[config.mk]
export PLATFORM = sky130hd
export DESIGN_NAME = i2s_transmitter
export DESIGN_NICKNAME = d
export VERILOG_FILES = /design/src/rtl/i2s_pkg.sv /design/src/rtl/i2s_clock_gen.sv /design/src/rtl/i2s_transmitter.sv
export SDC_FILE = /design/constraint.sdc
export NUM_CORES = 1
export LEC_CHECK = 0
export ABC_AREA = 0
export CAP_MARGIN = 20
export CORE_UTILIZATION = 59
export CTS_CLUSTER_SIZE = 25
export DETAILED_ROUTE_END_ITERATION = 8
export GPL_TIMING_DRIVEN = 1
export PLACE_DENSITY_LB_ADDON = 0.3
export SYNTH_ARGS = -nofsm -noshare
export SYNTH_HDL_FRONTEND = slang
export SYNTH_SLANG_ARGS = --single-unit
[constraint.sdc]
create_clock -name clk -period 4.04 [get_ports clk]
set_clock_uncertainty 0.15 [all_clocks]
set_input_delay 0.606 -clock clk [delete_from_list [all_inputs] [get_ports clk]]
set_output_delay 0.606 -clock clk [all_outputs]
set_load 0.02 [all_outputs]
[src/rtl/i2s_pkg.sv]
// Shared I2S definitions for the transmitter and receiver: default widths,
// controller state encoding and word-select polarity.
package i2s_pkg;

   localparam int I2S_NUMBER_OF_BITS = 8;
   localparam int I2S_SLOT_BITS      = 16;

   typedef enum logic {
      IDLE = 1'b0,
      RUN  = 1'b1
   } i2s_state_e;

   localparam logic WS_LEFT  = 1'b0;
   localparam logic WS_RIGHT = 1'b1;

endpackage

[src/rtl/i2s_clock_gen.sv]
// SCK divider: toggles sck every SCK_DIV clk cycles while enabled, held at 0 otherwise.
// Tick strobes are asserted in the cycle before sck changes so that users update together with sck.
module i2s_clock_gen #(
   parameter int SCK_DIV = 2
) (
   input  logic clk,
   input  logic rst_n,
   input  logic en_i,
   output logic sck_o,
   output logic rise_o,
   output logic fall_o
);

   localparam int DW = $clog2(SCK_DIV) + 1;

   logic [DW-1:0] div_q, div_d;
   logic          sck_q, sck_d;
   logic          tc;

   assign tc = en_i && (div_q == DW'(SCK_DIV - 1));

   always_comb begin
      div_d = div_q;
      sck_d = sck_q;
      if (!en_i) begin
         div_d = '0;
         sck_d = 1'b0;
      end else if (tc) begin
         div_d = '0;
         sck_d = ~sck_q;
      end else begin
         div_d = div_q + 1'b1;
      end
   end

   always_ff @(posedge clk or negedge rst_n) begin
      if (!rst_n) begin
         div_q <= '0;
         sck_q <= 1'b0;
      end else begin
         div_q <= div_d;
         sck_q <= sck_d;
      end
   end

   assign sck_o  = sck_q;
   assign rise_o = tc && !sck_q;
   assign fall_o = tc && sck_q;

endmodule

[src/rtl/i2s_transmitter.sv]
// I2S bus master transmitter: one-pair holding register feeding a frame shifter
// that drives Philips I2S (WS leads the MSB by one SCK).
module i2s_transmitter
   import i2s_pkg::*;
#(
   parameter int NUMBER_OF_BITS = I2S_NUMBER_OF_BITS,
   parameter int SLOT_BITS      = I2S_SLOT_BITS,
   parameter int SCK_DIV        = 2
) (
   input  logic                      clk,
   input  logic                      rst_n,
   input  logic                      en,
   input  logic [NUMBER_OF_BITS-1:0] sample_left,
   input  logic [NUMBER_OF_BITS-1:0] sample_right,
   input  logic                      sample_valid,
   output logic                      sample_ready,
   output logic                      sck,
   output logic                      ws,
   output logic                      sd,
   output logic                      frame_start,
   output logic                      underrun
);

   localparam int FW = 2 * SLOT_BITS;
   localparam int PW = $clog2(FW);

   generate
      if (NUMBER_OF_BITS > SLOT_BITS) begin : g_bad_width
         $error("i2s_transmitter: NUMBER_OF_BITS must not exceed SLOT_BITS");
      end
      if (SCK_DIV < 1) begin : g_bad_div
         $error("i2s_transmitter: SCK_DIV must be at least 1");
      end
   endgenerate

   i2s_state_e                state_q, state_d;
   logic                      full_q, full_d, ready_q;
   logic [NUMBER_OF_BITS-1:0] left_q, right_q;
   logic [FW-1:0]             frame_q, packed_pair;
   logic [PW-1:0]             p_q;
   logic                      ws_q, fs_q, ur_q;
   logic                      sck_w, fall_w, rise_unused;
   logic                      accept, wrap, load, underrun_d;

   i2s_clock_gen #(.SCK_DIV(SCK_DIV)) u_clk_gen (
      .clk    (clk),
      .rst_n  (rst_n),
      .en_i   (state_q == RUN),
      .sck_o  (sck_w),
      .rise_o (rise_unused),
      .fall_o (fall_w)
   );

   function automatic logic ws_at(input logic [PW-1:0] p);
      return (((int'(p) + 1) % FW) >= SLOT_BITS) ? WS_RIGHT : WS_LEFT;
   endfunction

   // Frame image {left, pad, right, pad}; shifted out MSB first, zeros shift in.
   assign packed_pair = (FW'(left_q) << (FW - NUMBER_OF_BITS)) |
                        (FW'(right_q) << (SLOT_BITS - NUMBER_OF_BITS));
   assign wrap        = fall_w && (p_q == PW'(FW - 1));

   always_ff @(posedge clk or negedge rst_n) begin
      if (!rst_n) state_q <= IDLE;
      else        state_q <= state_d;
   end

   always_comb begin
      state_d = state_q;
      case (state_q)
         IDLE:    if (en && full_q) state_d = RUN;
         RUN:     if (wrap && !en)  state_d = IDLE;
         default: state_d = IDLE;
      endcase
   end

   always_comb begin
      accept     = sample_valid && ready_q;
      load       = 1'b0;
      underrun_d = 1'b0;
      case (state_q)
         IDLE: load = en && full_q;
         RUN: begin
            load       = wrap && en;
            underrun_d = wrap && en && !full_q;
         end
         default: ;
      endcase
      full_d = full_q;
      if (accept)    full_d = 1'b1;
      else if (load) full_d = 1'b0;
   end

   always_ff @(posedge clk or negedge rst_n) begin
      if (!rst_n) begin
         full_q  <= 1'b0;
         ready_q <= 1'b1;
         left_q  <= '0;
         right_q <= '0;
      end else begin
         full_q  <= full_d;
         ready_q <= !full_d;
         if (accept) begin
            left_q  <= sample_left;
            right_q <= sample_right;
         end
      end
   end

   always_ff @(posedge clk or negedge rst_n) begin
      if (!rst_n) begin
         frame_q <= '0;
         p_q     <= '0;
         ws_q    <= WS_LEFT;
         fs_q    <= 1'b0;
         ur_q    <= 1'b0;
      end else begin
         fs_q <= load;
         ur_q <= underrun_d;
         if (load) begin
            frame_q <= full_q ? packed_pair : '0;
            p_q     <= '0;
            ws_q    <= ws_at('0);
         end else if (state_q == RUN && wrap) begin
            frame_q <= '0;
            p_q     <= '0;
            ws_q    <= WS_LEFT;
         end else if (fall_w) begin
            frame_q <= {frame_q[FW-2:0], 1'b0};
            p_q     <= p_q + 1'b1;
            ws_q    <= ws_at(p_q + 1'b1);
         end
      end
   end

   assign sample_ready = ready_q;
   assign sck          = sck_w;
   assign ws           = ws_q;
   assign sd           = frame_q[FW-1];
   assign frame_start  = fs_q;
   assign underrun     = ur_q;

endmodule

==> reports/results.txt <==
Worst Max-Slew Pin Slew: 1.03 ns
layout cells sized above 1: 0.136
Crit path arrival time: 2.70 ns
# H-tree levels: 2
cts bufs inserted: 5
Die X: 64.6 um
Vias: 1596
Mapped Nets: 213
most common cell after layout, fill and taps aside: dfrtp_1
M2 GR Usage: 0.401
GR Layer Usage met1: 0.286
sequential share of the synthesized area: 0.585
CTS Root Cell: clkbuf_8
Post-CTS Setup Inserts: 0
Int Pwr: 1.25 mW
Global Route met3 Usage: 0.0651
commonest non-fill, non-tap cells in the layout: 53 x dfrtp_1, 37 x nor2_1, 24 x clkdlybuf4s50_1
Ys Warns: 0
Pleak: 1.13 nW
GRT overflow: 0
EDFF count, synth: 0
Worst Setup Start Kind: flop
FMAX: 382 MHz
Starting Density: 0.623
Hold-fix buffers, CTS: 0
PostCTS Resize Cnt: 0
largest net degree at the start of global routing: 40
Final Hold Fails: 0
clk sink count: 54
Crit Path Class: reg -> reg
DRC Markers: 0
die area: 4180 um2
CP endpoint kind: flop
MaxCap Viol Count: 0
vias per cell: 6.11
final worst slack: 1.42 ns
Max Fanout on Critical Path: 16
Worst-Skew Late Latency: 0.31 ns
Most Crowded Layer GR: met2
vias in the first global route: 1680
Synth Cell Area: 2310 um2
Power Dens Cells: 709 nW/um2
floorplan row count: 22
ys async rst share: 1.00
Layout Nets: 235
initial antenna violation count: 0
IO Pins: 26
Synth Register Bits: 54
status: complete, no violations
ys flop type: dfrtp_1
clk buf depth: 2
clk slew on worst S/H paths: 0.09 ns
Die Y: 64.6 um
initial drt markers: 143
global-route usage over all layers: 0.240
clock power share: 0.188
Mean Syn Cell Area: 12.2 um2
RSZ-0062 raised after global routing: false
Core ar.: 3720 um2
final period utilization: 0.648
Area Overhead vs Synth: 14.5%
Routed WL: 4200 um
total negative setup slack: 0 ns
sw frac: 0.336
CTS tree: yes
PortBufs: 25
Final GP Congestion: 0.739
WL per Instance: 16.1 um
Slew headroom: 0.310
Post-Syn Instances: 190
DR pass1 iterations: 4
post-layout util: 0.713
# setup viols final: 0
fin. max-slew vios: 0
Routed Antenna Nets: 0
post-synth cell types: 36
first-pass GRT wire length: 7460 um
logic gate share of total power: 0.313
Detailed Place HPWL: 2730 um
Max VDD drop: 0.388 mV
WP data required: 4.12 ns
Psw: 0.631 mW
Post-Place Worst Slack: 1.48 ns
Inserted Diodes: 0
minimum clock period: 2.62 ns
sequential share of power: 0.500
min-delay worst type: in -> async
cells by family after synthesis:
kind of cell,count (synthesis),synth area share
compound gates,42,0.144
xor+xnor,1,0.00379
fa+ha+maj,3,0.0162
buf+inv,13,0.0389
flops,54,0.585
mux,17,0.0822
simple gates,60,0.130
layout make-up:
type	count	area, um2
repair buffers	26	253
clock inverters	1	30.0
fillers	279	1070
clock buffers	7	76.3
well taps	48	60.1
multi-input cells	123	871
flip-flops and latches	54	1350
inverters	2	7.51
cells in the mapped netlist, drive strengths merged (2+ instances only):
cell type	count	area [um2]
a22o	10	87.6
dfrtp	53	1330
nand4b	2	32.5
o21a	2	15.0
nor2	37	139
a221oi	15	131
nor3	2	10.0
mux2	16	180
a21oi	6	41.3
nand2	5	18.8
buf	11	82.6
and2	3	18.8
ha	3	37.5
inv	2	7.51
nand3b	4	30.0
o21ai	5	25.0
sequential cells by signal, summed over array words and instances, names as in the netlist:
| signal | cells |
|---|---|
| frame_q | 24 |
| frame_start | 1 |
| full_q | 1 |
| left_q | 8 |
| p_q | 5 |
| right_q | 8 |
| sample_ready | 1 |
| state_q | 1 |
| u_clk_gen.div_q | 2 |
| u_clk_gen.sck_o | 1 |
| underrun | 1 |
| ws | 1 |
routing by layer:
layer / vias to the layer above / routed length, um / share of wire
met5: - / 0 / 0
li1: 728 / - / -
met2: 43 / 2170 / 0.52
met1: 812 / 1800 / 0.43
met3: 13 / 145 / 0.034
met4: 0 / 92 / 0.022
power by group through the flow:
stage	clock network (mW)	logic (mW)	registers, mW
floorplan	0	0.458	0.910
global placement	0	0.553	0.920
detailed placement	0	0.589	0.935
CTS	0.359	0.593	0.930
global route	0.381	0.665	0.960
finish	0.353	0.587	0.938
worst paths after layout:
path | startpoint | end | slack [ns] | cells past startpoint
worst min-delay path | rst_n | u_clk_gen.div_q[0] | 0.04 | 1
worst max-delay path | p_q[0] | frame_q[26] | 1.42 | 7
min in group clk | right_q[0] | frame_q[8] | 0.35 | 1
worst max register to register | p_q[0] | frame_q[26] | 1.42 | 7
max in group asynchronous | rst_n | left_q[0] | 2.91 | 2
worst min register to register | right_q[0] | frame_q[8] | 0.35 | 1
through the flow:
step                cell area, um2  hold WS [ns]  total power, mW  std cells
floorplan                     2310         0.160             1.37        190
global placement              2540         0.328             1.47        253
detailed placement            2540         0.332             1.52        253
CTS                           2650        0.0443             1.88        261
global route                  2650        0.0462             2.01        261
finish                        2650        0.0384             1.88        261
critical path, cell delays in order, from the launching register on:
cell	delay (ns)
dfrtp_1	0.50
ha_1	0.27
and3_1	0.18
ha_1	0.36
nand4b_1	0.27
a21oi_4	0.47
a221oi_1	0.17
nor2_1	0.15
No activity file was read; power rests on OpenSTA's default activity.
